## config.mk

```make
export PLATFORM = sky130hd
export DESIGN_NAME = correction_frame_sequencer_flat
export DESIGN_NICKNAME = d
export VERILOG_FILES = /design/src/rtl/correction_frame_sequencer_if.sv /design/src/rtl/correction_frame_sequencer.sv /design/src/flat_wrapper.sv
export SDC_FILE = /design/constraint.sdc
export NUM_CORES = 1
export LEC_CHECK = 0
export BUFFER_PORTS_ARGS = -buffer_cell sky130_fd_sc_hd__buf_2
export CORE_ASPECT_RATIO = 1.75
export CORE_UTILIZATION = 57
export CTS_BUF_LIST = sky130_fd_sc_hd__clkbuf_4
export DETAILED_ROUTE_END_ITERATION = 8
export GPL_TIMING_DRIVEN = 0
export PLACE_DENSITY = 0.83
export SETUP_SLACK_MARGIN = 0.5
export SYNTH_ARGS = -nofsm -noshare
export SYNTH_HDL_FRONTEND = slang
export SYNTH_SLANG_ARGS = --single-unit
export TNS_END_PERCENT = 10
```

## constraint.sdc

```tcl
create_clock -name clk -period 2.71 [get_ports clk]
set_clock_uncertainty 0.2 [all_clocks]
set_input_delay 0.4065 -clock clk [delete_from_list [all_inputs] [get_ports clk]]
set_output_delay 0.4065 -clock clk [all_outputs]
set_load 0.01 [all_outputs]
```

## src/rtl/correction_frame_sequencer_if.sv

```systemverilog
// Bus between the frame sequencer, the pixel source and the correction datapath.
// master: the sequencer side; slave: the source/datapath/controller side.
interface correction_frame_sequencer_if;
  logic        start;
  logic        abort;
  logic        src_valid;
  logic        src_ready;
  logic        dInValid;
  logic        dOuten;
  logic        dOutValid;
  logic [10:0] in_x;
  logic [10:0] in_y;
  logic        busy;
  logic        done;
  logic        err;

  modport master (
    input  start, abort, src_valid, dOutValid,
    output src_ready, dInValid, dOuten, in_x, in_y, busy, done, err
  );

  modport slave (
    output start, abort, src_valid, dOutValid,
    input  src_ready, dInValid, dOuten, in_x, in_y, busy, done, err
  );
endinterface

```

## src/rtl/correction_frame_sequencer.sv

```systemverilog
// Sequences one correction frame: load input pixels (raster order), wait a
// fixed gap, then drain output pixels with a watchdog on the output strobe.
module correction_frame_sequencer #(
  parameter int IN_X_RES   = 693,
  parameter int IN_Y_RES   = 693,
  parameter int OUT_PIXELS = 141376,
  parameter int GAP_CYCLES = 16,
  parameter int TIMEOUT    = 4096
) (
  input  logic                          clk,
  input  logic                          rst_n,
  correction_frame_sequencer_if.master  bus
);

  typedef enum logic [2:0] {
    S_IDLE  = 3'd0,
    S_LOAD  = 3'd1,
    S_GAP   = 3'd2,
    S_DRAIN = 3'd3,
    S_ERR   = 3'd4
  } state_t;

  localparam logic [10:0] X_LAST   = 11'(IN_X_RES);
  localparam logic [10:0] Y_LAST   = 11'(IN_Y_RES);
  localparam logic [19:0] OUT_LAST = 20'(OUT_PIXELS - 1);
  localparam logic [15:0] GAP_LAST = 16'(GAP_CYCLES - 1);
  localparam logic [31:0] WD_LAST  = 32'(TIMEOUT - 1);

  state_t      r_state;
  state_t      w_next_state;
  logic [10:0] r_in_x;
  logic [10:0] r_in_y;
  logic [19:0] r_out_cnt;
  logic [15:0] r_gap_cnt;
  logic [31:0] r_wd_cnt;
  logic        r_douten;
  logic        r_done;
  logic        r_err;

  logic        w_xfer;
  logic        w_last_pixel;
  logic        w_start_acc;
  logic        w_finish;
  logic        w_enter_err;

  assign w_xfer       = bus.src_valid && (r_state == S_LOAD);
  assign w_last_pixel = (r_in_x == X_LAST) && (r_in_y == Y_LAST);
  // Completion only counts when not overridden by abort in the same cycle.
  assign w_finish     = (r_state == S_DRAIN) && !bus.abort && bus.dOutValid &&
                        (r_out_cnt == OUT_LAST);
  assign w_enter_err  = (w_next_state == S_ERR) && (r_state != S_ERR);

  assign bus.src_ready = (r_state == S_LOAD);
  assign bus.dInValid  = w_xfer;
  assign bus.busy      = (r_state != S_IDLE);
  assign bus.dOuten    = r_douten;
  assign bus.done      = r_done;
  assign bus.err       = r_err;
  assign bus.in_x      = r_in_x;
  assign bus.in_y      = r_in_y;

  // State register.
  always_ff @(posedge clk or negedge rst_n) begin
    if (!rst_n) r_state <= S_IDLE;
    else        r_state <= w_next_state;
  end

  // Next-state decode; abort outranks every other transition.
  always_comb begin
    w_next_state = r_state;
    w_start_acc  = 1'b0;
    unique case (r_state)
      S_IDLE: begin
        if (bus.start && !bus.abort) begin
          w_next_state = S_LOAD;
          w_start_acc  = 1'b1;
        end
      end
      S_LOAD: begin
        if (bus.abort)                  w_next_state = S_IDLE;
        else if (bus.dOutValid)         w_next_state = S_ERR;
        else if (w_xfer && w_last_pixel) w_next_state = S_GAP;
      end
      S_GAP: begin
        if (bus.abort)                   w_next_state = S_IDLE;
        else if (bus.dOutValid)          w_next_state = S_ERR;
        else if (r_gap_cnt == GAP_LAST)  w_next_state = S_DRAIN;
      end
      S_DRAIN: begin
        if (bus.abort)                                   w_next_state = S_IDLE;
        else if (w_finish)                               w_next_state = S_IDLE;
        else if (!bus.dOutValid && (r_wd_cnt == WD_LAST)) w_next_state = S_ERR;
      end
      S_ERR: begin
        if (bus.abort) w_next_state = S_IDLE;
      end
      default: w_next_state = S_IDLE;
    endcase
  end

  // Pixel position, gap/output/watchdog counters and registered status flags.
  always_ff @(posedge clk or negedge rst_n) begin
    if (!rst_n) begin
      r_in_x    <= '0;
      r_in_y    <= '0;
      r_out_cnt <= '0;
      r_gap_cnt <= '0;
      r_wd_cnt  <= '0;
      r_douten  <= 1'b0;
      r_done    <= 1'b0;
      r_err     <= 1'b0;
    end else begin
      r_done   <= w_finish;
      r_douten <= (w_next_state == S_DRAIN);

      if (w_start_acc)      r_err <= 1'b0;
      else if (w_enter_err) r_err <= 1'b1;

      // Watchdog counts consecutive DRAIN cycles without an output strobe.
      if ((r_state != S_DRAIN) || bus.dOutValid) r_wd_cnt <= '0;
      else                                        r_wd_cnt <= r_wd_cnt + 32'd1;

      if (w_start_acc) begin
        r_in_x    <= '0;
        r_in_y    <= '0;
        r_out_cnt <= '0;
        r_gap_cnt <= '0;
      end else begin
        // The final transfer leaves LOAD, so position holds at its terminal value.
        if ((r_state == S_LOAD) && (w_next_state == S_LOAD) && w_xfer) begin
          if (r_in_x == X_LAST) begin
            r_in_x <= '0;
            r_in_y <= r_in_y + 11'd1;
          end else begin
            r_in_x <= r_in_x + 11'd1;
          end
        end

        if ((r_state == S_GAP) && (w_next_state == S_GAP))
          r_gap_cnt <= r_gap_cnt + 16'd1;
        else if ((r_state != S_GAP) && (w_next_state == S_GAP))
          r_gap_cnt <= '0;

        // The completing strobe leaves DRAIN, so the count stops at OUT_PIXELS.
        if ((r_state == S_DRAIN) && bus.dOutValid && !bus.abort)
          r_out_cnt <= r_out_cnt + 20'd1;
      end
    end
  end

endmodule

```

## src/flat_wrapper.sv

```systemverilog
// flat-port wrapper written by rule: the top's interface ports become plain ports
module correction_frame_sequencer_flat 
#(
  parameter int IN_X_RES   = 693,
  parameter int IN_Y_RES   = 693,
  parameter int OUT_PIXELS = 141376,
  parameter int GAP_CYCLES = 16,
  parameter int TIMEOUT    = 4096
)
  (clk, rst_n, bus_start, bus_abort, bus_src_valid, bus_dOutValid, bus_src_ready, bus_dInValid, bus_dOuten, bus_in_x, bus_in_y, bus_busy, bus_done, bus_err);
  correction_frame_sequencer_if bus_i ();
  input  logic clk;
  input  logic rst_n;
  input wire logic [$bits(bus_i.start)-1:0] bus_start;
  input wire logic [$bits(bus_i.abort)-1:0] bus_abort;
  input wire logic [$bits(bus_i.src_valid)-1:0] bus_src_valid;
  input wire logic [$bits(bus_i.dOutValid)-1:0] bus_dOutValid;
  output wire logic [$bits(bus_i.src_ready)-1:0] bus_src_ready;
  output wire logic [$bits(bus_i.dInValid)-1:0] bus_dInValid;
  output wire logic [$bits(bus_i.dOuten)-1:0] bus_dOuten;
  output wire logic [$bits(bus_i.in_x)-1:0] bus_in_x;
  output wire logic [$bits(bus_i.in_y)-1:0] bus_in_y;
  output wire logic [$bits(bus_i.busy)-1:0] bus_busy;
  output wire logic [$bits(bus_i.done)-1:0] bus_done;
  output wire logic [$bits(bus_i.err)-1:0] bus_err;
  assign bus_i.start = bus_start;
  assign bus_i.abort = bus_abort;
  assign bus_i.src_valid = bus_src_valid;
  assign bus_i.dOutValid = bus_dOutValid;
  assign bus_src_ready = bus_i.src_ready;
  assign bus_dInValid = bus_i.dInValid;
  assign bus_dOuten = bus_i.dOuten;
  assign bus_in_x = bus_i.in_x;
  assign bus_in_y = bus_i.in_y;
  assign bus_busy = bus_i.busy;
  assign bus_done = bus_i.done;
  assign bus_err = bus_i.err;
  correction_frame_sequencer #(.IN_X_RES(IN_X_RES), .IN_Y_RES(IN_Y_RES), .OUT_PIXELS(OUT_PIXELS), .GAP_CYCLES(GAP_CYCLES), .TIMEOUT(TIMEOUT)) u_core (.clk(clk), .rst_n(rst_n), .bus(bus_i));
endmodule
```

==> impl_metrics.yaml, run 1 <==
synthesis:
  synth_nets: 547
  ys.flop_type: "dfrtp_1"
  synthCells: 534
  synth_edf_count: 0
  synth_top_area_share_pct: 47.9
  synth_area_per_cell_um2: 9.39
  ys_ff_latch: 96
  synthTopCellsByArea: "dfrtp_1 48%, nor2_1 6.1%, xnor2_1 5.2%, xor2_1 3.8%, nand3_1 3.0%"
  ys_seq_area_share_pct: 47.9
  synth_most_common_cell: "dfrtp_1"
  yosys-top-cells-count: "96 x dfrtp_1, 81 x nor2_1, 30 x nand3_1, 30 x xnor2_1, 28 x nand2_1"
  yosys.area.top_type: "dfrtp_1"
  ys_async_sr_fraction_pct: 100
  yosys_warnings: 0
  ys_types: 48
  netlist_area_um2: 5010
timing:
  min_period_over_period_pct: 104
  grt_setup_unrepaired: "true"
  slew_violations: 0
  finalHoldViolCount: 0
  setup_viol: 12
  relSlewSlack_pct: 54.0
  fin_crit_ns: 2.82
  tightest_slew_ns: 0.685
  fmax_mhz: 355
  setup_slack_ns: -0.109
critical_path:
  crit_fanout: 7
  worstSetupPathType: "register to register"
  cp-end-kind: "register"
  cp.required_ns: 2.90
  crit_chain: "or4_4 -> nor4_4 -> nand4_1 -> buf_6 -> a221o_1 -> a21oi_4 -> buf_4 -> buf_6 -> a22o_1"
  slowest_delay_ns: 0.56
  cp_common_cell: "buf_6"
  crit_arrival_ns: 3.01
  start_kind: "register"
  crit_slowest_cell: "or4_4"
placed_design:
  io_buffers: 33
  placed_cells: 683
  dp_hpwl_mm: 7.50
  gp_congestion: 0.873
global_route:
  antenna_found_initial: 0
  grt_pass1_vias: 4065
  grt_remaining_overflow: 0
  grt_pass1_wl_mm: 18.6
  grt_usage_pct: 26.0
  grt_max_degree: 71
floorplan:
  ioPinCount: 34
  coreArea_um2: 8420
  die_height_um: 126
  fp.dieW_um: 72.9
  num_rows: 44
  start_util_pct: 59.5
  die-area_um2: 9190
routing:
  drtIter0Drc: 380
  first_pass_iters: 5
  vias_per_cell: 5.94
  drtAntennaViolNets: 0
  num_vias: 4226
  routed_wirelength_mm: 11.3
  drc: 0
  wl_per_cell_um: 15.8
final_layout:
  drive_gt1_share_pct: 18.3
  final_cells: 712
  fin_nets: 606
  fin_util_pct: 69.2
  antenna_cells: 0
  area_growth_pct: 16.2
clock_tree:
  cts_tree: "done"
  numCtsBuffers: 9
  clk_pin_slew_ns: 0.15
  htreeDepth: 3
  cts.sinks: 96
  clockBufferDepth: 2
  insertion_delay_ns: 0.46
  root_buffer: "clkbuf_4"
job:
  cap_violations: 0
outcome:
  violations: "setup timing"
  status: "finished with violations"
power_and_ir_drop:
  powerDensity_nw_per_um2: 386
  peakVddDrop_uv: 267
  p_leak_nw: 2.55
worst_hold_path:
  hold_class: "input port to register"
==> cells in the final DEF, fill, tap and decap left out, types with 17 or more instances in the layout <==
master and n:
nand2_1 28, nor2_1 80, buf_2 32, xnor2_1 30
inv_1 17, a21oi_1 21, dfrtp_1 90, xor2_1 22
nand4_1 22, o21ai_0 24, nand3_1 27
==> through the flow <==
stage	hold slack (ns)	total power, W	instance area, µm²	TNS (ns)	worst slack, ns
global placement	0.289	0.00158	5320	-5.84	-0.343
finish	0.0657	0.00225	5830	-0.849	-0.109
CTS	0.0552	0.00226	5720	-0.137	-0.0534
floorplan	-0.0891	0.00153	5010	0	0.0288
global route	0.0422	0.00235	5830	-3.06	-0.218
detailed placement	0.150	0.00159	5350	-5.42	-0.326
==> worst paths after layout <==
kind                                  endpoint  cells past startpoint  slack (ns)                 from
setup / recovery           u_core.r_gap_cnt[1]                      9       -0.11  u_core.r_wd_cnt[24]
hold / removal               u_core.r_state[2]                      2        0.07            bus_abort
setup reg to reg           u_core.r_gap_cnt[1]                      9       -0.11  u_core.r_wd_cnt[24]
hold reg to reg             u_core.r_wd_cnt[0]                      1        0.32   u_core.r_wd_cnt[0]
max in group asynchronous   u_core.bus.in_x[6]                      3        1.46                rst_n
min in group asynchronous  u_core.r_gap_cnt[9]                      2        0.19                rst_n
==> repair_timing <==
action	CTS	global route
hold endpoints to repair	26	0
resized for setup	38	24
endpoints found under the setup margin	72	73
setup buffers	10	2
hold buffers	1	0
pin swaps	19	31
cloned	1	0
==> cell families after synthesis <==
kind of cell	after synthesis	share of synthesized area, %
simple gates	274	29.1
flops	96	47.9
compound gates	71	9.13
xor+xnor	52	9.08
buf+inv	32	2.55
fa+ha+maj	7	1.75
mux	2	0.424
==> layer usage <==
| layer | global-route usage [%] | part of all wire, % |
|---|---|---|
| met5 | 0 | 0 |
| met4 | 9.80 | 2.2 |
| met3 | 4.40 | 3.6 |
| met2 | 45.6 | 53 |
| met1 | 31.2 | 41 |
==> sequential cells by signal, summed over array words and instances (netlist names) <==
name and flops:
u_core.r_wd_cnt 32, u_core.r_out_cnt 20, u_core.r_gap_cnt 16, u_core.bus.in_x 11, u_core.bus.in_y 11, u_core.r_state 3, u_core.bus.dOuten 1, u_core.bus.done 1
u_core.bus.err 1
==> where the power goes <==
part / switching [W] / internal, W
clock: 0.000453 / 0.000200
combinational: 0.0000923 / 0.0000569
sequential: 0.00000911 / 0.00144
total: 0.000554 / 0.00170
==> worst max-delay path: cells and delay by family, from the launching register on <==
| kind | cells | cell delay [ns] |
|---|---|---|
| buffers and inverters | 3 | 0.44 |
| flip-flops | 1 | 0.41 |
| AND/OR/NAND/NOR | 3 | 0.91 |
| AO/OA/AOI/OAI | 3 | 0.81 |
==> area by class of cell <==
cell class | count | area, µm²
Multi-Input combinational cell | 406 | 2690
Fill cell | 627 | 2590
Sequential cell | 96 | 2410
Timing Repair Buffer | 48 | 318
Tap cell | 115 | 144
Buffer | 15 | 101
Clock buffer | 11 | 82.6
Inverter | 17 | 63.8
Clock inverter | 4 | 22.5
Power figures use the tool's default switching activity.
==> run 2, diff against run 1 <==
- ABC_AREA: unset -> 1
- PLACE_DENSITY: 0.83 -> 0.82
==> impl_metrics.yaml, run 2 <==
floorplan:
  coreArea_um2: 9910
  start_util_pct: 58.6
  fp.dieW_um: 78.3
  ioPinCount: 34
  die-area_um2: 10600
  die_height_um: 136
  num_rows: 48
critical_path:
  slowest_delay_ns: 0.42
  worst-path-buf-inv: 3
  crit_family: "simple AND/OR/NAND/NOR gates"
  crit_chain: "inv_2 -> ha_1 -> inv_1 -> nor2_1 -> nand3_1 -> nor2_2 -> nand3_1 -> o21bai_1 -> nand2_1 -> nand2_4 -> nand2_4 -> buf_8 -> nand3_2 -> nand2_1"
  crit_slowest_cell: "dfrtp_1"
  worstSetupPathType: "register to register"
  crit_fanout: 10
  start_kind: "register"
  reg2reg_from: "u_core.bus.in_y[1]"
  cp-end-kind: "register"
  cp.required_ns: 2.86
  r2r_slack_ns: 0.53
  reg2regPathDepth: 14
  crit_arrival_ns: 2.34
  r2r-end: "u_core.r_gap_cnt[10]"
worst_hold_path:
  min_to: "u_core.r_state[2]"
  hold_path_depth: 3
  hold_start: "bus_dOutValid"
  hold_class: "input port to register"
final_layout:
  final_common_cell: "nand2_1"
  final_cells: 981
  drive_gt1_share_pct: 13.7
  final_cell_mix: "162 x nand2_1, 106 x nor2_1, 103 x inv_1"
  fin_util_pct: 65.5
  top_regs: "u_core.r_wd_cnt (32), u_core.r_out_cnt (20), u_core.r_gap_cnt (16)"
  area_growth_pct: 11.8
  largest_reg_flops: 32
  fin_nets: 864
  final_cell_area_um2: 6490
  regMostFlops: "u_core.r_wd_cnt"
synthesis:
  synthCells: 792
  netlist_area_um2: 5810
  synth_top_area_share_pct: 41.4
  synthTopCellsByArea: "dfrtp_1 41%, nand2_1 11%, nor2_1 7.2%, inv_1 7.0%, nand3_1 5.7%"
  synth_nets: 805
  yosys-top-cells-count: "165 x nand2_1, 111 x nor2_1, 108 x inv_1"
  ys.flop_type: "dfrtp_1"
  ys_seq_area_share_pct: 41.4
  synth_most_common_cell: "nand2_1"
  synth_area_per_cell_um2: 7.33
  ys_async_sr_fraction_pct: 100
  ys_types: 38
  yosys_warnings: 0
  synth_edf_count: 0
  ys_ff_latch: 96
  yosys.area.top_type: "dfrtp_1"
placed_design:
  io_buffers: 33
  dp_hpwl_mm: 10.5
  placed_cell_area_um2: 6160
  placed_cells: 951
  gp_congestion: 0.927
timing:
  finalHoldViolCount: 0
  min_period_over_period_pct: 80.6
  fin_crit_ns: 2.18
  grt_setup_unrepaired: "true"
  finalSetupTns_ns: 0
  setup_viol: 0
  tightest_slew_ns: 0.635
  fmax_mhz: 458
  relSlewSlack_pct: 57.3
  slew_violations: 0
routing:
  first_pass_iters: 5
  vias_per_cell: 5.67
  routed_wirelength_mm: 14.0
  drtAntennaViolNets: 0
  drc: 0
  num_vias: 5562
  drtIter0Drc: 371
  wl_per_cell_um: 14.3
outcome:
  status: "complete, no violations"
power_and_ir_drop:
  peakVddDrop_uv: 312
  p_leak_nw: 3.15
  power_w: 0.00262
  powerDensity_nw_per_um2: 403
clock_tree:
  numCtsBuffers: 9
  clockBufferDepth: 2
  root_buffer: "clkbuf_4"
  htreeDepth: 3
  cts.sinks: 96
  cts_tree: "done"
  clk_pin_slew_ns: 0.16
  insertion_delay_ns: 0.46
global_route:
  grt_usage_pct: 27.9
  grt_max_degree: 71
  antenna_found_initial: 1
  grt_remaining_overflow: 0
  grt_pass1_wl_mm: 23.6
  grt_pass1_vias: 5425
job:
  cap_violations: 0
==> run 2: cell types whose count changed in the layout (fill, tap and decap cells not counted), moves of 8 or more <==
| cell | delta |
|---|---|
| nor2_1 | +26 |
| nand3_2 | +10 |
| inv_1 | +86 |
| nand4_1 | +12 |
| o21ai_0 | +13 |
| nand3_1 | +37 |
| nand2_1 | +134 |
| and3_1 | -12 |
| nor2b_1 | -8 |
| or3_1 | -15 |
| xnor2_1 | -21 |
| nor3_1 | +17 |
==> run 2: worst max path at each step <==
stage / from / endpoint / slack (ns) / cells after the start
final: u_core.bus.in_y[1] / u_core.r_gap_cnt[10] / 0.53 / 14
after global routing: u_core.r_wd_cnt[0] / u_core.r_wd_cnt[17] / 0.38 / 9
after CTS: u_core.r_wd_cnt[1] / u_core.r_wd_cnt[20] / 0.46 / 10
after detailed placement: u_core.r_wd_cnt[0] / u_core.r_gap_cnt[7] / 0.32 / 15
after global placement: rst_n / u_core.r_wd_cnt[29] / 0.11 / 1
after floorplan: u_core.bus.in_y[1] / u_core.r_gap_cnt[5] / 0.67 / 14
==> run 2: area by class of cell <==
class,count,area [µm²]
inverters,109,409
well taps,125,156
plain buffers,17,113
multi-input cells,570,3000
clock buffers,9,67.6
repair buffers,48,303
fillers,810,3420
diodes,1,2.50
flip-flops and latches,96,2400
clock inverters,6,36.3
==> run 2: what timing repair did <==
item                       4_1_cts  5_1_grt
resized for setup               15       32
pin swaps                        5        9
setup buffers                    9        4
setup endpoints to repair       50       79
hold buffers                     1        0
hold endpoints to repair        26        0
==> run 2: worst reg2reg max path: cells and delay by family, from the launching register on <==
| family | cells | cell delay (ns) |
|---|---|---|
| DFF | 1 | 0.42 |
| buffers and inverters | 3 | 0.26 |
| adders and majority gates | 1 | 0.14 |
| AOI/OAI and AO/OA | 1 | 0.14 |
| and+or+nand+nor | 9 | 0.93 |
==> run 2: routing by layer <==
| layer | GRT usage, % | wire length, µm | vias up |
|---|---|---|---|
| met1 | 30.0 | 5420 | 2660 |
| met3 | 4.24 | 545 | 32 |
| met4 | 14.0 | 349 | 0 |
| met2 | 52.1 | 7700 | 174 |
| met5 | 0 | 0 | - |
| li1 | - | - | 2696 |
==> run 2: cells by family (layout without fill, tap and decap cells) <==
group	after synthesis	after routing	synth area share, %
simple gates	450	450	36.2
buf+inv	126	189	8.49
flops	96	96	41.4
compound gates	77	77	6.98
xor+xnor	36	36	5.43
fa+ha+maj	7	7	1.51
other cells	0	1	0
==> run 2: report_power, final <==
part / internal, W / switching [W] / total (W) / leakage (nW)
Combinational: 0.000153 / 0.000259 / 0.000411 / 1.76
Clock: 0.000182 / 0.000479 / 0.000661 / 0.0634
Sequential: 0.00149 / 0.0000605 / 0.00155 / 1.33
Total: 0.00182 / 0.000798 / 0.00262 / 3.15
==> run 2: per-stage QoR <==
stage	hold slack (ns)	setup WS (ns)
floorplan	-0.0891	0.673
global placement	0.268	0.111
detailed placement	0.150	0.318
CTS	0.101	0.465
global route	0.138	0.378
finish	0.134	0.527
==> run 3, diff against run 2 <==
- CORE_UTILIZATION: 57 -> 60
- PLACE_DENSITY: 0.82 -> 0.83
- clock period: 2.71 -> 2.3 ns (I/O delays scaled with it)
==> impl_metrics.yaml, run 3 (same netlist as run 2, synthesis figures left out) <==
routing:
  first_pass_iters: 6
  wl_per_cell_um: 14.5
  routed_wirelength_mm: 14.4
  num_vias: 5678
  vias_per_cell: 5.73
  drtIter0Drc: 416
  drtAntennaViolNets: 0
  drc: 0
power_and_ir_drop:
  peakVddDrop_uv: 349
  swShare_pct: 29.8
  clockPowerShare_pct: 28.0
  p_sw_w: 0.000966
  p_leak_nw: 3.23
  internal-power_w: 0.00228
  powerDensity_nw_per_um2: 480
  combPwrFrac_pct: 15.6
  seqPwrFrac_pct: 56.4
critical_path:
  crit_fanout: 10
  cp.required_ns: 2.48
  crit_family: "simple AND/OR/NAND/NOR gates"
  crit_chain: "nor3_1 -> nand3_2 -> nand2_1 -> nand2_1 -> clkbuf_4 -> nand2_1 -> nand2_1"
  cp_common_cell: "nand2_1"
  cp-end-kind: "register"
  worstSetupPathType: "register to register"
  crit_slowest_cell: "dfrtp_1"
  start_kind: "register"
  crit_arrival_ns: 2.37
  worst-path-buf-inv: 1
  slowest_delay_ns: 0.49
final_layout:
  fill_cells: 711
  largest_reg_flops: 32
  regMostFlops: "u_core.r_wd_cnt"
  final_cell_mix: "159 x nand2_1, 101 x inv_1, 101 x nor2_1"
  area_growth_pct: 16.4
  fin_nets: 876
  drive_gt1_share_pct: 17.7
  final_common_cell: "nand2_1"
  top_regs: "u_core.r_wd_cnt (32), u_core.r_out_cnt (20), u_core.r_gap_cnt (16)"
worst_hold_path:
  hold_class: "input port to register"
timing:
  whs_ns: 0.0509
  tightest_slew_ns: 0.608
  slew_violations: 0
  fmax_mhz: 455
  fin_crit_ns: 2.20
  grt_setup_unrepaired: "true"
  relSlewSlack_pct: 59.5
  finalSetupTns_ns: 0
  setup_viol: 0
  min_period_over_period_pct: 95.6
  finalHoldViolCount: 0
floorplan:
  ioPinCount: 34
  die_height_um: 132
  coreArea_um2: 9410
  fp.dieW_um: 76.4
  start_util_pct: 61.7
  num_rows: 47
  die-area_um2: 10100
outcome:
  status: "complete, no violations"
global_route:
  grt_pass1_wl_mm: 23.4
  grt_remaining_overflow: 0
  grt_usage_pct: 28.8
  grt_max_degree: 52
  grt_pass1_vias: 5390
  antenna_found_initial: 1
job:
  cap_violations: 0
clock_tree:
  numCtsBuffers: 9
  insertion_delay_ns: 0.47
  htreeDepth: 3
  cts.sinks: 96
  clockBufferDepth: 2
  cts_tree: "done"
  root_buffer: "clkbuf_4"
  clk_pin_slew_ns: 0.15
placed_design:
  io_buffers: 33
  gp_congestion: 0.955
  dp_hpwl_mm: 10.0
==> run 3: changes by cell type in the layout (fill, tap and decap cells not counted), moves of 3 or more <==
cell / before / now
buf_4: 17 / 26
clkinvlp_4: 0 / 3
dfrtp_1: 96 / 90
dfrtp_2: 0 / 6
ha_1: 6 / 3
nand2_1: 162 / 159
nor2_1: 106 / 101
nor2_2: 3 / 7
==> run 3: repair_timing <==
| action | 4_1_cts | 5_1_grt |
|---|---|---|
| pin swaps | 7 | 19 |
| hold endpoints to repair | 45 | 0 |
| cloned | 0 | 1 |
| hold buffers | 1 | 0 |
| endpoints found under the setup margin | 93 | 95 |
| resized for setup | 29 | 42 |
| buffers inserted | 14 | 10 |
==> run 3: path summary, 6_finish.rpt <==
kind                                        to  slack (ns)  cells after the start                start
max                         u_core.bus.in_y[2]        0.10                      7    u_core.r_state[0]
min                          u_core.r_state[2]        0.05                      3        bus_dOutValid
max reg2reg                 u_core.bus.in_y[2]        0.10                      7    u_core.r_state[0]
min reg2reg                u_core.r_out_cnt[2]        0.30                      1  u_core.r_out_cnt[2]
max in group asynchronous  u_core.r_wd_cnt[17]        1.01                      3                rst_n
min in group asynchronous   u_core.bus.in_x[7]        0.19                      2                rst_n
==> run 3: power by group through the flow <==
| stage | clock (W) | sequential (W) | combinational [W] |
|---|---|---|---|
| finish | 0.000909 | 0.00183 | 0.000507 |
| global route | 0.000992 | 0.00184 | 0.000556 |
| CTS | 0.000933 | 0.00183 | 0.000461 |
| detailed placement | 0 | 0.00186 | 0.000423 |
| global placement | 0 | 0.00186 | 0.000402 |
| floorplan | 0 | 0.00187 | 0.000234 |
==> run 3: metal layers <==
layer	GRT usage [%]	wire length [µm]	vias to the layer above	part of all wire [%]
met5	0	0	-	0
li1	-	-	2729	-
met4	14.2	404	0	2.8
met3	5.33	602	38	4.2
met2	52.6	7750	190	54
met1	31.4	5650	2721	39
==> run 3: layout make-up <==
type / instances / area (µm²) / area share (%)
Clock buffer: 10 / 75.1 / 1.11
Tap cell: 122 / 153 / 2.26
Timing Repair Buffer: 60 / 410 / 6.07
Inverter: 109 / 413 / 6.11
Buffer: 17 / 126 / 1.87
Clock inverter: 6 / 60.1 / 0.889
Multi-Input combinational cell: 570 / 3110 / 46.0
Antenna cell: 1 / 2.50 / 0.0370
Sequential cell: 96 / 2410 / 35.7
==> run 3: metrics by stage <==
stage	instances	instance area [µm²]	util (%)	worst slack, ns	power, W
finish	991	6760	71.8	0.102	0.00325
detailed placement	948	6170	65.6	-0.0382	0.00229
CTS	979	6520	69.3	0.187	0.00322
global route	991	6760	71.8	-0.0275	0.00338
floorplan	792	5820	-	0.284	0.00211
global placement	947	6140	65.2	-0.227	0.00226
==> run 3: worst min-delay path, stage by stage <==
cell	delay, ns
buf_2	0.17
o21ai_0	0.10
nand2_1	0.07
